**src/rtl/load_store_unit.sv**
```systemverilog
// load_store_unit: single-outstanding load/store engine between a valid/ready
// request port and a 64-bit doubleword data memory with a combinational read.
// Loads take ACCESS -> RESP; double stores take WRITE -> RESP; narrower stores
// read-modify-write through ACCESS -> WRITE -> RESP. Out-of-range or faulting
// requests go straight from IDLE to RESP with resp_err set.
// Optional feature macro: LSU_MISALIGN_TRAP_EN. When defined, misaligned
// accesses fault; when undefined, the address is force-aligned to the size.
module load_store_unit #(
  parameter int MEM_DEPTH = 64
) (
  input  logic        clk,
  input  logic        rst_n,
  input  logic        req_valid,
  output logic        req_ready,
  input  logic        req_we,
  input  logic [1:0]  req_size,
  input  logic        req_unsigned,
  input  logic [63:0] req_addr,
  input  logic [63:0] req_wdata,
  output logic        resp_valid,
  input  logic        resp_ready,
  output logic [63:0] resp_rdata,
  output logic        resp_err,
  output logic        mem_read,
  output logic        mem_write,
  output logic [63:0] mem_addr,
  output logic [63:0] mem_wdata,
  input  logic [63:0] mem_rdata
);

  typedef enum logic [1:0] {
    IDLE   = 2'd0,
    ACCESS = 2'd1,
    WRITE  = 2'd2,
    RESP   = 2'd3
  } state_t;

  state_t      r_state;
  state_t      w_next;

  // Latched request and response fields
  logic        r_we;
  logic [1:0]  r_size;
  logic        r_unsigned;
  logic [63:0] r_addr;
  logic [63:0] r_wdata;
  logic [63:0] r_rdata;
  logic [63:0] r_resp_rdata;
  logic        r_resp_err;

  // Request decode
  logic [2:0]  w_align_mask;
  logic        w_oor;
  logic        w_misalign;
  logic        w_req_err;
  logic [63:0] w_addr_eff;

  // Datapath helpers
  logic [63:0] w_lanes;
  logic [63:0] w_load_ext;
  logic [7:0]  w_size_mask;
  logic [7:0]  w_byte_mask;
  logic [63:0] w_shift_wdata;
  logic [63:0] w_merged;

  // Low address bits that must be zero for the requested access size
  always_comb begin
    // NOTE: every combinational output gets a default first so no path leaves it unassigned (no latch).
    w_align_mask = 3'b000;
    case (req_size)
      2'b00:   w_align_mask = 3'b000;
      2'b01:   w_align_mask = 3'b001;
      2'b10:   w_align_mask = 3'b011;
      default: w_align_mask = 3'b111;
    endcase
  end

  assign w_oor = (req_addr[63:3] >= 61'(MEM_DEPTH));

`ifdef LSU_MISALIGN_TRAP_EN
  assign w_misalign = |(req_addr[2:0] & w_align_mask);
  assign w_addr_eff = req_addr;
`else
  assign w_misalign = 1'b0;
  assign w_addr_eff = {req_addr[63:3], req_addr[2:0] & ~w_align_mask};
`endif

  assign w_req_err = w_oor | w_misalign;

  // Load path: shift the addressed lanes down and extend to 64 bits
  assign w_lanes = mem_rdata >> {r_addr[2:0], 3'b000};

  always_comb begin
    w_load_ext = w_lanes;
    case (r_size)
      2'b00:   w_load_ext = r_unsigned ? {56'd0, w_lanes[7:0]}
                                       : {{56{w_lanes[7]}}, w_lanes[7:0]};
      2'b01:   w_load_ext = r_unsigned ? {48'd0, w_lanes[15:0]}
                                       : {{48{w_lanes[15]}}, w_lanes[15:0]};
      2'b10:   w_load_ext = r_unsigned ? {32'd0, w_lanes[31:0]}
                                       : {{32{w_lanes[31]}}, w_lanes[31:0]};
      default: w_load_ext = w_lanes;
    endcase
  end

  // Store path: replace only the addressed bytes of the sampled doubleword
  always_comb begin
    w_size_mask = 8'hFF;
    case (r_size)
      2'b00:   w_size_mask = 8'h01;
      2'b01:   w_size_mask = 8'h03;
      2'b10:   w_size_mask = 8'h0F;
      default: w_size_mask = 8'hFF;
    endcase
  end

  assign w_byte_mask   = w_size_mask << r_addr[2:0];
  assign w_shift_wdata = r_wdata << {r_addr[2:0], 3'b000};

  // Byte-lane merge; a double store has every lane selected, so the stale
  // sample never leaks through on the direct WRITE path
  always_comb begin
    w_merged = r_rdata;
    for (int i = 0; i < 8; i++) begin
      if (w_byte_mask[i]) w_merged[8*i +: 8] = w_shift_wdata[8*i +: 8];
    end
  end

  // State register
  always_ff @(posedge clk) begin
    // NOTE: sequential state uses non-blocking assignments so every flop samples pre-edge values.
    if (!rst_n) r_state <= IDLE;
    else        r_state <= w_next;
  end

  // Next-state and control outputs; strobes are gated by rst_n so a reset
  // landing in ACCESS/WRITE never completes a memory access
  always_comb begin
    w_next     = r_state;
    req_ready  = 1'b0;
    resp_valid = 1'b0;
    mem_read   = 1'b0;
    mem_write  = 1'b0;
    case (r_state)
      IDLE: begin
        req_ready = 1'b1;
        if (req_valid) begin
          if (w_req_err)                      w_next = RESP;
          else if (req_we && req_size == 2'b11) w_next = WRITE;
          else                                w_next = ACCESS;
        end
      end
      ACCESS: begin
        mem_read = rst_n;
        w_next   = r_we ? WRITE : RESP;
      end
      WRITE: begin
        mem_write = rst_n;
        w_next    = RESP;
      end
      RESP: begin
        resp_valid = 1'b1;
        if (resp_ready) w_next = IDLE;
      end
      default: w_next = IDLE;
    endcase
  end

  // Request latch, memory sample and response registers
  always_ff @(posedge clk) begin
    if (!rst_n) begin
      r_we         <= 1'b0;
      r_size       <= 2'b00;
      r_unsigned   <= 1'b0;
      r_addr       <= 64'd0;
      r_wdata      <= 64'd0;
      r_rdata      <= 64'd0;
      r_resp_rdata <= 64'd0;
      r_resp_err   <= 1'b0;
    end else begin
      if (r_state == IDLE && req_valid) begin
        r_we         <= req_we;
        r_size       <= req_size;
        r_unsigned   <= req_unsigned;
        r_addr       <= w_addr_eff;
        r_wdata      <= req_wdata;
        r_resp_rdata <= 64'd0;
        r_resp_err   <= w_req_err;
      end
      if (r_state == ACCESS) begin
        r_rdata <= mem_rdata;
        if (!r_we) r_resp_rdata <= w_load_ext;
      end
    end
  end

  assign mem_addr   = {3'b000, r_addr[63:3]};
  assign mem_wdata  = mem_write ? w_merged : 64'd0;
  assign resp_rdata = r_resp_rdata;
  assign resp_err   = r_resp_err;

endmodule

```
**config.mk**
```make
export PLATFORM = sky130hd
export DESIGN_NAME = load_store_unit
export DESIGN_NICKNAME = d
export VERILOG_FILES = /design/src/rtl/load_store_unit.sv
export SDC_FILE = /design/constraint.sdc
export NUM_CORES = 1
export LEC_CHECK = 0
export ABC_AREA = 1
export BUFFER_PORTS_ARGS = -buffer_cell sky130_fd_sc_hd__buf_4
export CORE_ASPECT_RATIO = 1.75
export CORE_UTILIZATION = 38
export CTS_CLUSTER_SIZE = 8
export DETAILED_ROUTE_END_ITERATION = 12
export PLACE_DENSITY = 0.61
export RECOVER_POWER = 100
export SLEW_MARGIN = 10
export SYNTH_ARGS = -nofsm -noshare
export SYNTH_HDL_FRONTEND = slang
export SYNTH_SLANG_ARGS = --single-unit
```
**constraint.sdc**
```tcl
create_clock -name clk -period 5.06 [get_ports clk]
set_input_delay 0.253 -clock clk [delete_from_list [all_inputs] [get_ports clk]]
set_output_delay 0.253 -clock clk [all_outputs]
set_load 0.005 [all_outputs]
```
Yosys cells after proc, flatten, opt, wreduce, memory -nomap -nowiden
Index checks and enable logic that the tools add are counted.
Widths: inputs -> output; s select.

storage, ports and cells
  register bits after elaboration = 263
  input port bits = 200
  output and inout bits = 197
  logic and storage cells = 59

cells by class
  $lt $le $gt $ge = 1
  equality and inequality tests = 10
  shift-type cells = 3
  multiplexer cells = 28
  bitwise operators = 2
  reduce and logical (&&, ||, !) cells = 6

operator list
  cell                 number
  $mux 64              7
  $pmux 64 s3          1
  $mux 8               8
  $shl 64x6->64        1
  $shr 64x6->64        1
  $ge 61x7->1 const B  1
  $pmux 8 s3           1
  $eq 2x2->1 const B   5
  $pmux 3 s3           1
  $mux 2               4
  $pmux 2 s4           1
  $shl 8x3->8          1
  $eq 2x1->1 const B   3
  $logic_not 2->1      3
  $mux 1               5
  $ne 2x2->1 const B   2
  $and 3x3->3          1
  $not 3->3            1
  $logic_and 1x1->1    2
  $reduce_and 2->1     1

Longest topological paths before layout
Gate-level depths: netlist of the first run.

  word-level depth = 6
  gate-level depth with buffers = 13
  mapped depth without buffers = 11

Least setup slack after synthesis of the first run
No wires, ideal clock.

  path kind = register to register
  from = register r_state[1]
  to = register r_resp_rdata[43] (netlist: resp_rdata[43])
  setup time = 112 ps
  data arrival time = 1572 ps
  data required time = 4948 ps
  setup slack = 3376 ps
  cell stages (with the launch flop) = 11
  buffers on the path = 2
  period minus slack after synthesis = 1684 ps
  cell sequence = dfxtp_1 -> inv_1 -> ha_1 -> inv_2 -> or2_1 -> buf_2 -> inv_2 -> clkbuf_1 -> nand2_1 -> nor2_1 -> nor2_1

between the ends
  longest elaborated chain between the ends = 5
  elaborated cells on any way between the ends = 6
  classes of those cells = eq/ne (1); mux (3); reduce/logical (2)

ends and longest elaborated chain
  what                      RTL line  RTL
  start: declaration        38        state_t r_state;
  start signal: assignment  133       else r_state <= w_next;
  $logic_not 2->1           181       if (r_state == IDLE && req_valid) begin
  $logic_and 1x1->1         181
  $mux 64                   181
  $mux 64                   192       if (!r_we) r_resp_rdata <= w_load_ext;
  $mux 64 (*)               190       if (r_state == ACCESS) begin
  end signal: assignment    192
  end: declaration          48        logic [63:0] r_resp_rdata;

Every way passes the cells marked *; elsewhere a longest branch is shown, timed or not.
A chain may end at the register's enable or synchronous reset.

Worst setup path in the final report of the first run
  from = register r_addr[0]
  to = output port mem_wdata[61]

between the ends
  longest elaborated chain between the ends = 3
  elaborated cells on any way between the ends = 4
  classes of those cells = shift (2); mux (2)

ends and longest elaborated chain
  what                                          RTL line  RTL
  start: declaration                            45        logic [63:0] r_addr;
  start signal: assignment                      185       r_addr <= w_addr_eff;
  $shl 64x6->64 or $shl 8x3->8 (tied branches)  118, 117
  $mux 8 (*)                                    125       if (w_byte_mask[i]) w_merged[8*i +: 8] = w_shift_wdata[8*i +: 8];
  $mux 64 (*)                                   198       assign mem_wdata = mem_write ? w_merged : 64'd0;
  end: declaration                              27        output logic [63:0] mem_wdata,

Marked as above.

==> reports/qor.yml, run 1 <==
run_status: "finished with violations"
failed_checks: "max-capacitance violations, max-slew violations"
wl_um: 66700
numPlacedInstances: 3009
design.die.area_um2: 39400
portBuffers: 393
grt_pass1_vias: 16268
skew_final_ps: 24.7
num-nets-final: 2917
final_hold_vios: 0
netlist-cell-type-count: 34
worst_skew_late_latency_ps: 560
setup_violations: 0
timing.slew.headroom: -1.33
required_worst_endpoint_ps: 4810
pin_count_of_the_biggest_net_entering_global_routing: 96
arrival_ps: 3990
design.core.area_um2: 37900
firstDrtPassIters: 7
die_h_um: 262
cts_inserted_buffers: 38
mapped_area_um2: 14700
drive_gt1_frac: 0.150
max_cap_violations: 4
drt-initial-drc-count: 1212
worst_hold_path.num_cells: 3
critical_path.startpoint_type: "flip-flop"
tcrit_tclk_final: 0.839
finalWeightedCongestion: 1.08
clock.fmax_mhz: 235
r2r_cells: 6
worst_ir_drop_vdd_mv: 0.314
initial_core_util: 0.388
cp-end-kind: "output pin"
ctsLongestPathBuffers: 3
tightestPinTransition_ps: 3490
critical_path_start_end_classification: "flip-flop to output pin"
rows: 94
min_path_type: "input pin to flip-flop"
global_route.overflow_total: 0
rsz0062_at_grt: "no"
hpwl_um: 49000
wire_length_of_the_first_global_routing_pass_um: 97000
area_delta_synth_final_pct: 31.9
layout_min_cycle_time_ps: 4250
clk_root_buffer_cell: "clkbuf_16"
portion_of_the_post_synthesis_area_used_by_sequential_elements: 0.359
drt.antenna.violating_nets: 0
post-route-drc-count: 0
globalRouteTotalUtil: 0.331
clk_transition_reported_paths_ps: 50
synthCells: 2354
cts_resized: 0
final.setup.tns_ps: 0
power_leakage_nw: 8.40
detailroute.via_count: 17175
timing.critical_path.fanout_max: 62
report.final.slew_viol_count: 322
post_cts_hold_buffer_count: 144
fp.dieW_um: 151
cellPowerDensity_nw_per_um2: 526
buffers_inserted_during_post_cts_setup_optimization: 0
clock_sinks: 263
num-fill-cells: 3952
cts_max_level: 2
cts_tree: "done"
antenna_violations_before_repair: 1
ios: 397
synth_seq_cells: 263
post_drt_via_cell_ratio: 5.37
power.total_mw: 10.2
yosysWarnings: 0
stdcell_count: 3197
syn_avg_cell_area_um2: 6.23
routedWlPerCell_um: 20.9
## logic make-up after synthesis
| kind of cell | share of synthesized area |
|---|---|
| simple gates | 0.305 |
| compound gates | 0.220 |
| mux | 0.000682 |
| fa+ha+maj | 0.00341 |
| buf+inv | 0.113 |
| other cells | 0.000256 |
| flops | 0.359 |
## cells in the final DEF (no fill, tap or decap), drive strengths merged
cell type    count
nand2          538
nor2           437
o21ai          411
dfxtp          263
buf            233
clkbuf         223
a21oi          161
dlygate4sd3    144
nand3          141
inv             94
o211ai          16
o31ai            7
o22ai            6
o21a             6
or2              6
nor3             5
a211oi           5
clkinv           5
a31oi            4
ha               4
conb             3
a21boi           2
diode            1
mux2i            1
and2             1
## critical path, stage by stage, from the launching register on
cell and delay (ps):
dfxtp_4 510, inv_1 1120, clkbuf_1 630, nand2_1 100
nand2_1 130, nand2_1 50, o21ai_0 200, nand2_1 140
nand2_1 150, o22ai_1 100, nor2_1 130, clkbuf_4 150
## metal layers
metal / global-route usage / wire (um)
met2: 0.580 / 32700
met4: 0.269 / 6160
met3: 0.0493 / 3860
met1: 0.350 / 23900
met5: 0 / 0
## path summary, 6_finish.rpt
path | start | slack (ps) | endpoint
max reg2reg | r_state[0]$_SDFFE_PN0P_ | 1010 | r_wdata[1]$_SDFFE_PN0P_
max | r_addr[0]$_SDFFE_PN0P_ | 810 | mem_wdata[61]
min | mem_rdata[6] | 20 | r_rdata[6]$_SDFFE_PN0N_
min reg2reg | r_rdata[8]$_SDFFE_PN0N_ | 470 | r_rdata[8]$_SDFFE_PN0N_
## where the power goes
| part | switching [mW] | internal, mW | leakage (nW) |
|---|---|---|---|
| Combinational | 3.05 | 1.50 | 5.73 |
| Sequential | 0.516 | 2.78 | 2.17 |
| Clock | 0.986 | 1.35 | 0.503 |
## cell usage after synthesis
cell type  number  area, um^2
a211oi_1        5        37.5
a21boi_1        2        15.0
a21oi_1       160         801
a21oi_2         1        8.76
a31oi_1         4        25.0
and2_1          1        6.26
buf_1          11        41.3
buf_2          45         225
buf_4          76         571
buf_6           5        56.3
clkbuf_1      106         398
conb_1          1        3.75
dfxtp_1       263        5270
ha_1            4        50.1
inv_1          89         334
inv_2           7        26.3
mux2i_1         1        10.0
nand2_1       535        2010
nand2_2         3        18.8
nand3_1       140         701
nand3_2         1        10.0
nor2_1        432        1620
nor2_2          2        12.5
nor2_4          3        33.8
nor3_1          5        25.0
o211ai_1       16         120
o21a_1          6        45.0
o21ai_0       392        1960
o21ai_1        17        85.1
o21ai_4         2        32.5
o22ai_1         6        37.5
o31ai_1         7        52.6
or2_1           4        25.0
or2_2           2        12.5
## through the flow
| step | utilization | hold WS (ps) | worst slack, ps | area, um^2 |
|---|---|---|---|---|
| after floorplan | - | 388 | 3380 | 14700 |
| after global placement | 0.453 | 456 | 1960 | 17200 |
| after detailed placement | 0.453 | 460 | 1860 | 17200 |
| after CTS | 0.518 | 0.292 | 1280 | 19600 |
| after global routing | 0.511 | 4.94 | 570 | 19400 |
| final | 0.511 | 19.1 | 814 | 19400 |
## layout make-up
cell class | count | area (um^2) | share of cell area
multi-input combinational | 1754 | 7760 | 0.401
sequential | 263 | 5270 | 0.272
timing repair buffer | 560 | 4320 | 0.223
clock buffer | 40 | 958 | 0.0495
tap | 480 | 601 | 0.0310
inverter | 96 | 363 | 0.0187
clock inverter | 3 | 80.1 | 0.00414
antenna | 1 | 2.50 | 0.000129
## state kept, by name (all words and copies together), names as in the netlist
name        cells
r_rdata        64
r_addr         64
r_wdata        64
r_size          2
resp_err        1
r_we            1
r_unsigned      1
resp_rdata     64
r_state         2
Note: power is estimated with default switching activity, not from simulation.
==> inputs of run 2 (changes only) <==
--- a/config.mk
+++ b/config.mk
@@ -11,7 +11,7 @@
 export CORE_UTILIZATION = 38
 export CTS_CLUSTER_SIZE = 8
 export DETAILED_ROUTE_END_ITERATION = 12
-export PLACE_DENSITY = 0.61
+export PLACE_DENSITY = 0.63
 export RECOVER_POWER = 100
 export SLEW_MARGIN = 10
 export SYNTH_ARGS = -nofsm -noshare
==> constraint.sdc (replaced) <==
create_clock -name clk -period 3.6 [get_ports clk]
set_input_delay 0.18 -clock clk [delete_from_list [all_inputs] [get_ports clk]]
set_output_delay 0.18 -clock clk [all_outputs]
set_load 0.005 [all_outputs]
==> run 2 against run 1 <==
  * The run still ends with max-capacitance violations, max-slew violations left
  * Combinational power up 43%
  * Critical path depth shrank 4
  * Die area unchanged
  * Register-to-register slack worse by 550 ps
  * Utilization increased by 1.4 points
  * Hold slack hardly changed
  * Wire length rose by 0.37%
  * Count of clock-buffer cells in the layout did not move
  * Via count grew 0.45%
  * Total power grew 41%
  * First-iteration DRC count shrank 5.0%
  * Largest cell class unchanged
==> reports/qor.yml, run 2 (synthesis results as in run 1) <==
cts_tree: "done"
report.final.slew_viol_count: 416
grt_pass1_vias: 16958
most_common_cell_after_layout_fill_and_taps_aside: "nand2_1"
portBuffers: 393
finalWeightedCongestion: 1.01
rsz0062_at_grt: "no"
firstDrtPassIters: 6
worst_ir_drop_vdd_mv: 0.418
wl_um: 66900
post-route-util: 0.525
power.switching_mw: 6.32
min_path_type: "input pin to flip-flop"
pin_count_of_the_biggest_net_entering_global_routing: 240
r2r-start: "r_state[0]$_SDFFE_PN0P_"
r2r_cells: 7
share_clk_of_total_power: 0.225
tightestPinTransition_ps: 1740
global_route.overflow_total: 0
post_drt_via_cell_ratio: 5.30
worst_skew_late_latency_ps: 550
drt.antenna.violating_nets: 0
rows: 94
layout_min_cycle_time_ps: 3380
pint_mw: 8.01
num-nets-final: 2975
arrival_ps: 3200
sw_frac_of_total: 0.441
power.share.combinational: 0.454
ios: 397
final_hold_vios: 0
post-route-drc-count: 0
tcrit_tclk_final: 0.939
routedWlPerCell_um: 20.6
worst_hold_path.num_cells: 3
cellPowerDensity_nw_per_um2: 721
cts_inserted_buffers: 38
hpwl_um: 49000
power.total_mw: 14.3
die_h_um: 262
antenna_violations_before_repair: 2
drive_gt1_frac: 0.152
clock.fmax_mhz: 296
skew_final_ps: 23.9
timing.hold.worst.start: "mem_rdata[48]"
critical_path_start_end_classification: "flip-flop to output pin"
required_worst_endpoint_ps: 3420
area_delta_synth_final_pct: 35.5
share_seq_of_total_power: 0.321
run_status: "finished with violations"
power_leakage_nw: 8.65
max_cap_violations: 3
final.setup.tns_ps: 0
worst_setup_path_startpoint: "r_addr[1]$_SDFFE_PN0P_"
commonest_cells_after_routing_fill_and_taps_aside: "nand2_1 (536), nor2_1 (433), o21ai_0 (395), dfxtp_1 (260), buf_4 (252)"
ctsLongestPathBuffers: 3
detailroute.via_count: 17252
clk_root_buffer_cell: "clkbuf_16"
design.die.area_um2: 39400
initial_core_util: 0.388
timing.slew.headroom: -0.159
design.core.area_um2: 37900
globalRouteTotalUtil: 0.336
wire_length_of_the_first_global_routing_pass_um: 99000
drt-initial-drc-count: 1151
cp-end-kind: "output pin"
setup_violations: 0
clk_transition_reported_paths_ps: 50
critical_path.startpoint_type: "flip-flop"
fp.dieW_um: 151
cts_max_level: 2
failed_checks: "max-capacitance violations, max-slew violations"
clock_sinks: 263
timing.critical_path.fanout_max: 30
-- run 2: cell count changes in the layout (fill, tap and decap cells not counted), moves of 2 or more --
cell,before,now
o21ai_0,397,395
dlygate4sd3_1,144,183
o21ai_1,12,14
clkbuf_1,70,73
buf_4,231,252
inv_1,90,92
clkinv_2,2,0
clkbuf_4,112,100
buf_12,1,5
clkinv_16,2,0
-- run 2: final timing paths --
| path | endpoint | slack [ps] |
|---|---|---|
| setup / recovery | mem_wdata[62] | 220 |
| hold / removal | r_rdata[48]$_SDFFE_PN0N_ | 20 |
| setup reg to reg | r_addr[9]$_SDFFE_PN0P_ | 460 |
| hold reg to reg | r_rdata[8]$_SDFFE_PN0N_ | 460 |
-- run 2: critical path, cell delays in order (launching register included) --
cell and delay [ps]:
dfxtp_2 330, inv_1 750, buf_4 360, o21ai_0 320, nand2_1 180, nand3_1 100
a21oi_1 410, buf_4 200
-- run 2: power groups by stage --
| stage | sequential [mW] | combinational [mW] | clock (mW) |
|---|---|---|---|
| 2_1_floorplan | 4.38 | 4.10 | 0 |
| 3_3_place_gp | 4.64 | 6.49 | 0 |
| 3_5_place_dp | 4.65 | 6.52 | 0 |
| 4_1_cts | 4.61 | 6.71 | 3.29 |
| 5_1_grt | 4.70 | 7.20 | 3.40 |
| 6_report | 4.61 | 6.51 | 3.22 |
-- run 2: metrics by stage --
stage	hold WS (ps)	std cells	area [um^2]	worst slack [ps]
3_5_place_dp	438	3028	17400	982
6_report	18.9	3255	19900	218
2_1_floorplan	315	2356	14700	1920
3_3_place_gp	431	3028	17400	990
4_1_cts	0.163	3254	20200	395
5_1_grt	4.19	3255	19900	149
-- run 2: cell type report --
type,instances,area (um^2)
Fill cell,3847,18000
Multi-Input combinational cell,1754,7750
Sequential cell,263,5270
Timing Repair Buffer,618,4890
Clock buffer,40,958
Tap cell,480,601
Inverter,96,362
Clock inverter,3,56.3
Antenna cell,1,2.50
-- run 2: what timing repair did --
action	4_1_cts	5_1_grt
gates resized for setup	0	0
hold buffers	183	0
buffers inserted	0	0
endpoints found under the hold margin	182	0
-- run 2: per-layer routing --
metal  track usage  wire length (um)  vias up  part of all wire
met3        0.0319              3300      208             0.049
met4         0.271              6000        0             0.090
li1              -                 -     8406                 -
met5             0                 0        -                 0
met2         0.595             33200      711              0.50
met1         0.360             24400     7927              0.36
